<file path="config.mk">
export PLATFORM = sky130hd
export DESIGN_NAME = parking_slot_manager
export DESIGN_NICKNAME = d
export VERILOG_FILES = /design/src/rtl/parking_slot_manager.sv
export SDC_FILE = /design/constraint.sdc
export NUM_CORES = 1
export LEC_CHECK = 0
export CAP_MARGIN = 20
export CORE_ASPECT_RATIO = 1.25
export CORE_MARGIN = 1
export CORE_UTILIZATION = 31
export CTS_BUF_LIST = sky130_fd_sc_hd__clkbuf_16
export CTS_CLUSTER_SIZE = 24
export DETAILED_ROUTE_END_ITERATION = 8
export PLACE_DENSITY = 0.61
export SLEW_MARGIN = 5
export SYNTH_ARGS = -nofsm -noshare
export SYNTH_HDL_FRONTEND = slang
export SYNTH_SLANG_ARGS = --single-unit
export TNS_END_PERCENT = 10
</file>
<file path="constraint.sdc">
create_clock -name clk -period 2.7 [get_ports clk]
set_input_delay 0.675 -clock clk [delete_from_list [all_inputs] [get_ports clk]]
set_output_delay 0.675 -clock clk [all_outputs]
set_load 0.005 [all_outputs]
</file>
<file path="src/rtl/parking_slot_manager.sv">
// Eight-slot car park occupancy tracker with entry/exit gate control.
// Admits cars into the lowest free slot and times each barrier opening.
module parking_slot_manager #(
  parameter int unsigned GATE_CYCLES = 4
) (
  input  logic       clk,
  input  logic       rst,
  input  logic       entry,
  input  logic       exit,
  input  logic [2:0] exit_slot,
  output logic [7:0] parking_capacity,
  output logic [3:0] free_count,
  output logic       full,
  output logic       entry_ack,
  output logic [2:0] entry_slot,
  output logic       entry_reject,
  output logic       exit_ack,
  output logic       exit_err,
  output logic       gate_in_open,
  output logic       gate_out_open
);

  typedef enum logic [1:0] {
    IDLE,
    IN_OPEN,
    OUT_OPEN
  } state_e;

  state_e     state_q, state_d;
  logic [7:0] timer_q, timer_d;
  logic [7:0] cap_q, cap_d;
  logic [3:0] cnt_q, cnt_d;
  logic       full_q, full_d;
  logic       eack_q, eack_d;
  logic [2:0] eslot_q, eslot_d;
  logic       erej_q, erej_d;
  logic       xack_q, xack_d;
  logic       xerr_q, xerr_d;
  logic       gin_q, gin_d;
  logic       gout_q, gout_d;
  logic       earm_q, earm_d;
  logic       xarm_q, xarm_d;
  logic [2:0] low_slot;

  // Descending scan so the lowest free index wins.
  always_comb begin
    low_slot = 3'd0;
    for (int i = 7; i >= 0; i--) begin
      if (cap_q[i]) low_slot = 3'(i);
    end
  end

  always_comb begin
    state_d = state_q;
    timer_d = timer_q;
    cap_d   = cap_q;
    cnt_d   = cnt_q;
    eslot_d = eslot_q;
    gin_d   = gin_q;
    gout_d  = gout_q;
    earm_d  = earm_q;
    xarm_d  = xarm_q;
    eack_d  = 1'b0;
    erej_d  = 1'b0;
    xack_d  = 1'b0;
    xerr_d  = 1'b0;
    unique case (state_q)
      IDLE: begin
        if (exit && xarm_q) begin
          xarm_d = 1'b0;
          if (!cap_q[exit_slot]) begin
            cap_d[exit_slot] = 1'b1;
            cnt_d   = cnt_q + 4'd1;
            xack_d  = 1'b1;
            gout_d  = 1'b1;
            timer_d = 8'(GATE_CYCLES);
            state_d = OUT_OPEN;
          end else begin
            xerr_d = 1'b1;
          end
        end else if (entry && earm_q) begin
          earm_d = 1'b0;
          if (cnt_q != 4'd0) begin
            cap_d[low_slot] = 1'b0;
            cnt_d   = cnt_q - 4'd1;
            eslot_d = low_slot;
            eack_d  = 1'b1;
            gin_d   = 1'b1;
            timer_d = 8'(GATE_CYCLES);
            state_d = IN_OPEN;
          end else begin
            erej_d = 1'b1;
          end
        end
      end
      IN_OPEN, OUT_OPEN: begin
        timer_d = timer_q - 8'd1;
        if (timer_q == 8'd1) begin
          gin_d   = 1'b0;
          gout_d  = 1'b0;
          state_d = IDLE;
        end
      end
      default: state_d = IDLE;
    endcase
    if (!entry) earm_d = 1'b1;
    if (!exit)  xarm_d = 1'b1;
    full_d = (cnt_d == 4'd0);
  end

  always_ff @(posedge clk) begin
    if (rst) begin
      state_q <= IDLE;
      timer_q <= 8'd0;
      cap_q   <= 8'hFF;
      cnt_q   <= 4'd8;
      full_q  <= 1'b0;
      eack_q  <= 1'b0;
      eslot_q <= 3'd0;
      erej_q  <= 1'b0;
      xack_q  <= 1'b0;
      xerr_q  <= 1'b0;
      gin_q   <= 1'b0;
      gout_q  <= 1'b0;
      earm_q  <= 1'b1;
      xarm_q  <= 1'b1;
    end else begin
      state_q <= state_d;
      timer_q <= timer_d;
      cap_q   <= cap_d;
      cnt_q   <= cnt_d;
      full_q  <= full_d;
      eack_q  <= eack_d;
      eslot_q <= eslot_d;
      erej_q  <= erej_d;
      xack_q  <= xack_d;
      xerr_q  <= xerr_d;
      gin_q   <= gin_d;
      gout_q  <= gout_d;
      earm_q  <= earm_d;
      xarm_q  <= xarm_d;
    end
  end

  assign parking_capacity = cap_q;
  assign free_count       = cnt_q;
  assign full             = full_q;
  assign entry_ack        = eack_q;
  assign entry_slot       = eslot_q;
  assign entry_reject     = erej_q;
  assign exit_ack         = xack_q;
  assign exit_err         = xerr_q;
  assign gate_in_open     = gin_q;
  assign gate_out_open    = gout_q;

endmodule

</file>
[After elaboration in Yosys (flattened, before gate mapping)]
Index checks and enable logic that the tools add are counted.
Storage, ports and cells
  bits of input ports: 7
  output and inout port bits: 22
  register bits after elaboration: 34
  word-level logic and storage cells: 111
Operators by class
  eq/ne operators: 13
  add/sub/neg operators: 3
  multiplexer cells: 46
  bitwise operators: 8
  reductions and logical operators: 23
  $lt $le $gt $ge: 4
Operators by type and width (count)
  $mux W8: 8
  $mux W3: 8
  $mux W4: 5
  $reduce_and A4 Y1: 5
  $pmux W8 S2: 1
  $ne A2 B2 Y1 const B: 7
  $mux W1: 13
  $mux W2: 5
  $ne A3 B3 Y1 const B: 3
  $and A8 B8 Y8: 1
  $eq A8 B1 Y1 const B: 1
  $lt A3 B4 Y1 const B: 2
  $not A8 Y8: 1
  $or A8 B8 Y8: 1
  $sub A8 B1 Y8 const B: 1
  $demux W1 S3: 2
  $ge A3 B1 Y1 const B: 2
  $reduce_bool A2 Y1: 3
  $reduce_or A2 Y1: 3
  $not A1 Y1: 5
  $reduce_and A5 Y1: 1
  $add A4 B1 Y4 const B: 1
  $logic_and A1 B1 Y1: 4
  $logic_not A4 Y1: 1
  12 further kinds: 13

[Longest topological paths before layout]
  word-level depth: 17
  mapped depth: 9
  mapped depth without buffers: 8

[Worst setup path before layout]
OpenSTA, ideal clock, no wires.
  kind: input to register
  from: input exit_slot[0]
  to: register full_q, in the netlist full
  data arrival time: 2.101 ns
  buffers on the path: 2
  library setup time: 0.061 ns
  data required time: 2.639 ns
  setup slack: 0.538 ns
  cell stages on the path: 8
  path through: buf_6 mux2i_1 o22ai_2 nor4_4 buf_6 mux2i_4 a221oi_2 and4b_1
Between the ends
  word-level cells in the longest chain between the ends: 6
Ends and longest elaborated chain
  start, declared: RTL line 10  | input logic [2:0] exit_slot,
  $bmux W1 S3: RTL line 71  | if (!cap_q[exit_slot]) begin
  $mux W1 (implied by the code): RTL line 71
  $mux W4: RTL line 71
  $mux W4: RTL line 69  | if (exit && xarm_q) begin
  $mux W4: RTL line 67  | unique case (state_q)
  $logic_not A4 Y1: RTL line 108  | full_d = (cnt_d == 4'd0);
  end signal, assigned: RTL line 132  | full_q <= full_d;
  end, declared: RTL line 33  | logic full_q, full_d;
No other way between the ends. The select of a mux whose other input is x is not followed.
A chain may end at the register's enable or synchronous reset.

[Final worst setup path]
  from: input exit_slot[1]
  to: register timer_q[0]
Between the ends
  word-level cells in the longest chain between the ends: 4
Ends and longest elaborated chain
  $bmux W1 S3: RTL line 71
  $mux W1 (implied by the code): RTL line 71
  $ne A3 B3 Y1 (no line)
  $reduce_and A4 Y1 (no line)
  end signal, assigned: RTL line 129  | timer_q <= timer_d;
  end, declared: RTL line 30  | logic [7:0] timer_q, timer_d;
No other way between the ends. The select of a mux whose other input is x is not followed.

==> results.sh <==
export IMPL_cts_tree="yes"
export IMPL_drt_pass1_iterations=4
export IMPL_area_growth_pct=33.4
export IMPL_path_class="in2reg"
export IMPL_setup_ws_ns=0.207
export IMPL_reg2reg_to="timer_q[1]"
export IMPL_r2r_slack_ns=0.58
export IMPL_globalplace_congestion=0.856
export IMPL_clkLatencyLatePin_ns=0.28
export IMPL_io_pins=29
export IMPL_pre_cts_ws_ns=-0.134
export IMPL_place_hpwl_mm=3.30
export IMPL_core_sq_um=5520
export IMPL_wl_mm=4.38
export IMPL_worstPathArrival_ns=2.71
export IMPL_die_area_sq_um=6120
export IMPL_drv_slew=0
export IMPL_ys_ff_latch=34
export IMPL_n_fill_cell=545
export IMPL_h_tree_depth=2
export IMPL_cts_root_buf="clkbuf_16"
export IMPL_worst_setup_path_end_kind="flop"
export IMPL_cts_buffers=5
export IMPL_p_leak_nw=0.975
export IMPL_power_density_nw_per_um2=725
export IMPL_drt_iter0_markers=42
export IMPL_final_nets=271
export IMPL_max_slew_margin_pct=72.5
export IMPL_syn_area_sq_um=1800
export IMPL_antenna_found_initial=0
export IMPL_holdCritPathClass="reg2reg"
export IMPL_grt_max_degree=17
export IMPL_rr_startpoint="free_count[0]"
export IMPL_synth_ff_type="dfxtp_1"
export IMPL_clock_path_buffers=2
export IMPL_worstSetupStartpoint="exit_slot[1]"
export IMPL_final_common_cell="nor2_1"
export IMPL_start_util_pct=32.6
export IMPL_synthDistinctLibCells=49
export IMPL_layout_common_cells="nor2_1 (37), dfxtp_1 (34), clkdlybuf4s50_1 (27), buf_4 (20), nand2_1 (18)"
export IMPL_rsz0062_at_grt="false"
export IMPL_grt_pass1_vias=1653
export IMPL_cts_sinks=34
export IMPL_synth_edf_count=0
export IMPL_synthCells=211
export IMPL_hold_viol=0
export IMPL_avgRoutedWirePerCell_um=13.5
export IMPL_die_h_um=87.2
export IMPL_fin_crit_ns=2.49
export IMPL_diodes=0
export IMPL_grt_pass1_wl_mm=7.65
export IMPL_synth_avg_cell_area_sq_um=8.53
export IMPL_worst_slew_pin_slew_ns=0.408
export IMPL_clk_pin_slew_ns=0.05
export IMPL_vias_per_cell=5.23
export IMPL_drc_errors=0
export IMPL_hold_depth=2
export IMPL_drv_cap=0
export IMPL_crit_fanout=8
export IMPL_numPortBuffers=28
export IMPL_skew_ns=0.00268
export IMPL_multi_input_area_sq_um=1020
export IMPL_drive_above_1_share_pct=14.2
export IMPL_ys_warn_count=0
export IMPL_synth_async_reset_ratio_pct=0
export IMPL_grtUsageTotal_pct=15.9
export IMPL_peakVddDrop_v=0.000262
export IMPL_num_rows=30
export IMPL_finalSetupViolations=0
export IMPL_hold_start="entry_slot[2]"
export IMPL_r2r_cells=8
export IMPL_antenna_left=0
export IMPL_regArea_sq_um=681
export IMPL_period_share_pct=92.3
export IMPL_hold_end="entry_slot[2]"
export IMPL_grt_ovfl_total=0
export IMPL_vias=1694
export IMPL_critPathLaunchType="input pin"
export IMPL_seq_area_frac_synth_pct=37.8
export IMPL_fin_util_pct=43.5
export IMPL_status="completed"
export IMPL_syn_num_nets=223
export IMPL_die_width_um=70.2
export IMPL_critical_path_required_ns=2.91
export IMPL_fmax_ghz=0.401
-- power breakdown --
group | internal (mW) | switching, mW
combinational | 0.279 | 0.283
clock | 0.333 | 0.202
sequential | 0.574 | 0.0698
-- registers in the layout, indices dropped and copies added (netlist names) --
signal and count:
timer_q 8, gate_in_open 1, entry_slot 3, free_count 4, state_q 2, parking_capacity 8
exit_ack 1, entry_ack 1, full 1, xarm_q 1, earm_q 1, entry_reject 1
gate_out_open 1, exit_err 1
-- worst max-delay path by stage --
stage / endpoint / slack [ns] / cells after the start
floorplan: full / 0.54 / 8
global placement: parking_capacity[2] / -0.1 / 7
detailed placement: timer_q[0] / -0.13 / 8
CTS: timer_q[0] / 0.15 / 8
global route: timer_q[0] / 0.12 / 8
finish: timer_q[0] / 0.21 / 8
-- critical path: stages --
cell and delay [ns]:
clkdlybuf4s50_1 0.43, or2_2 0.33, o22ai_2 0.26, nor4_4 0.08, buf_4 0.17, or3_4 0.40
mux2_2 0.26, nor2_1 0.09
-- layout make-up --
type | instances | share of cell area (%)
clock buffer | 5 | 5.21
clock inverter | 3 | 0.521
inverter | 13 | 2.03
multi-input combinational | 157 | 42.5
sequential | 34 | 28.3
tap | 64 | 3.34
timing repair buffer | 48 | 18.0
-- timing repair --
item	CTS	global route
setup endpoints to repair	0	1
hold buffers	0	0
setup buffers	0	0
resized for setup	0	1
-- Yosys cell counts, drive strengths merged, types with 2 or more instances --
cell,count,share of area (%)
nand2b,4,1.4
dfxtp,34,38
or3,2,1.0
o311ai,4,1.9
o21bai,3,1.3
nand2,18,3.8
a22oi,4,1.7
inv,13,2.7
nand3,6,1.7
mux2i,7,4.6
a21o,2,0.83
nand3b,2,0.83
o31ai,3,1.3
xor2,5,2.4
nor3,10,2.8
a21oi,10,2.8
buf,3,1.9
nor4,2,1.5
o32a,4,2.2
o22ai,2,1.4
o21ai,5,1.4
ha,5,3.5
clkbuf,4,0.90
nor2b,2,1.1
nor2,37,7.7
nand4,3,1.0
-- metrics by stage --
stage          cells  hold slack [ns]  total power, mW  TNS (ns)  cell area, sq um
6_report         324            0.453             1.74         0              2400
5_1_grt          324            0.478             1.87         0              2400
4_1_cts          324            0.461             1.76         0              2400
3_5_place_dp     316            0.455             1.22    -0.777              2260
3_3_place_gp     316            0.448             1.21    -0.330              2260
2_1_floorplan    211            0.448             1.03         0              1800
-- layer usage --
layer / GRT usage (%) / up-vias / part of all wire [%]
met5: 0 / - / 0
met4: 6.73 / 0 / 2.3
met3: 3.94 / 7 / 3.6
met2: 27.3 / 34 / 50
met1: 19.0 / 810 / 44
li1: - / 843 / -
-- cell families (layout without fill, tap and decap cells) --
family,after synthesis,count (layout),synth area share (%)
adders and majority gates,5,5,3.47
DFF,34,34,37.8
xor gates and xnor gates,6,6,2.92
buffers and inverters,20,69,5.49
AOI/OAI and AO/OA,43,43,17.9
and+or+nand+nor,95,95,27.2
muxes,8,8,5.21
No activity file was read; power rests on OpenSTA's default activity.
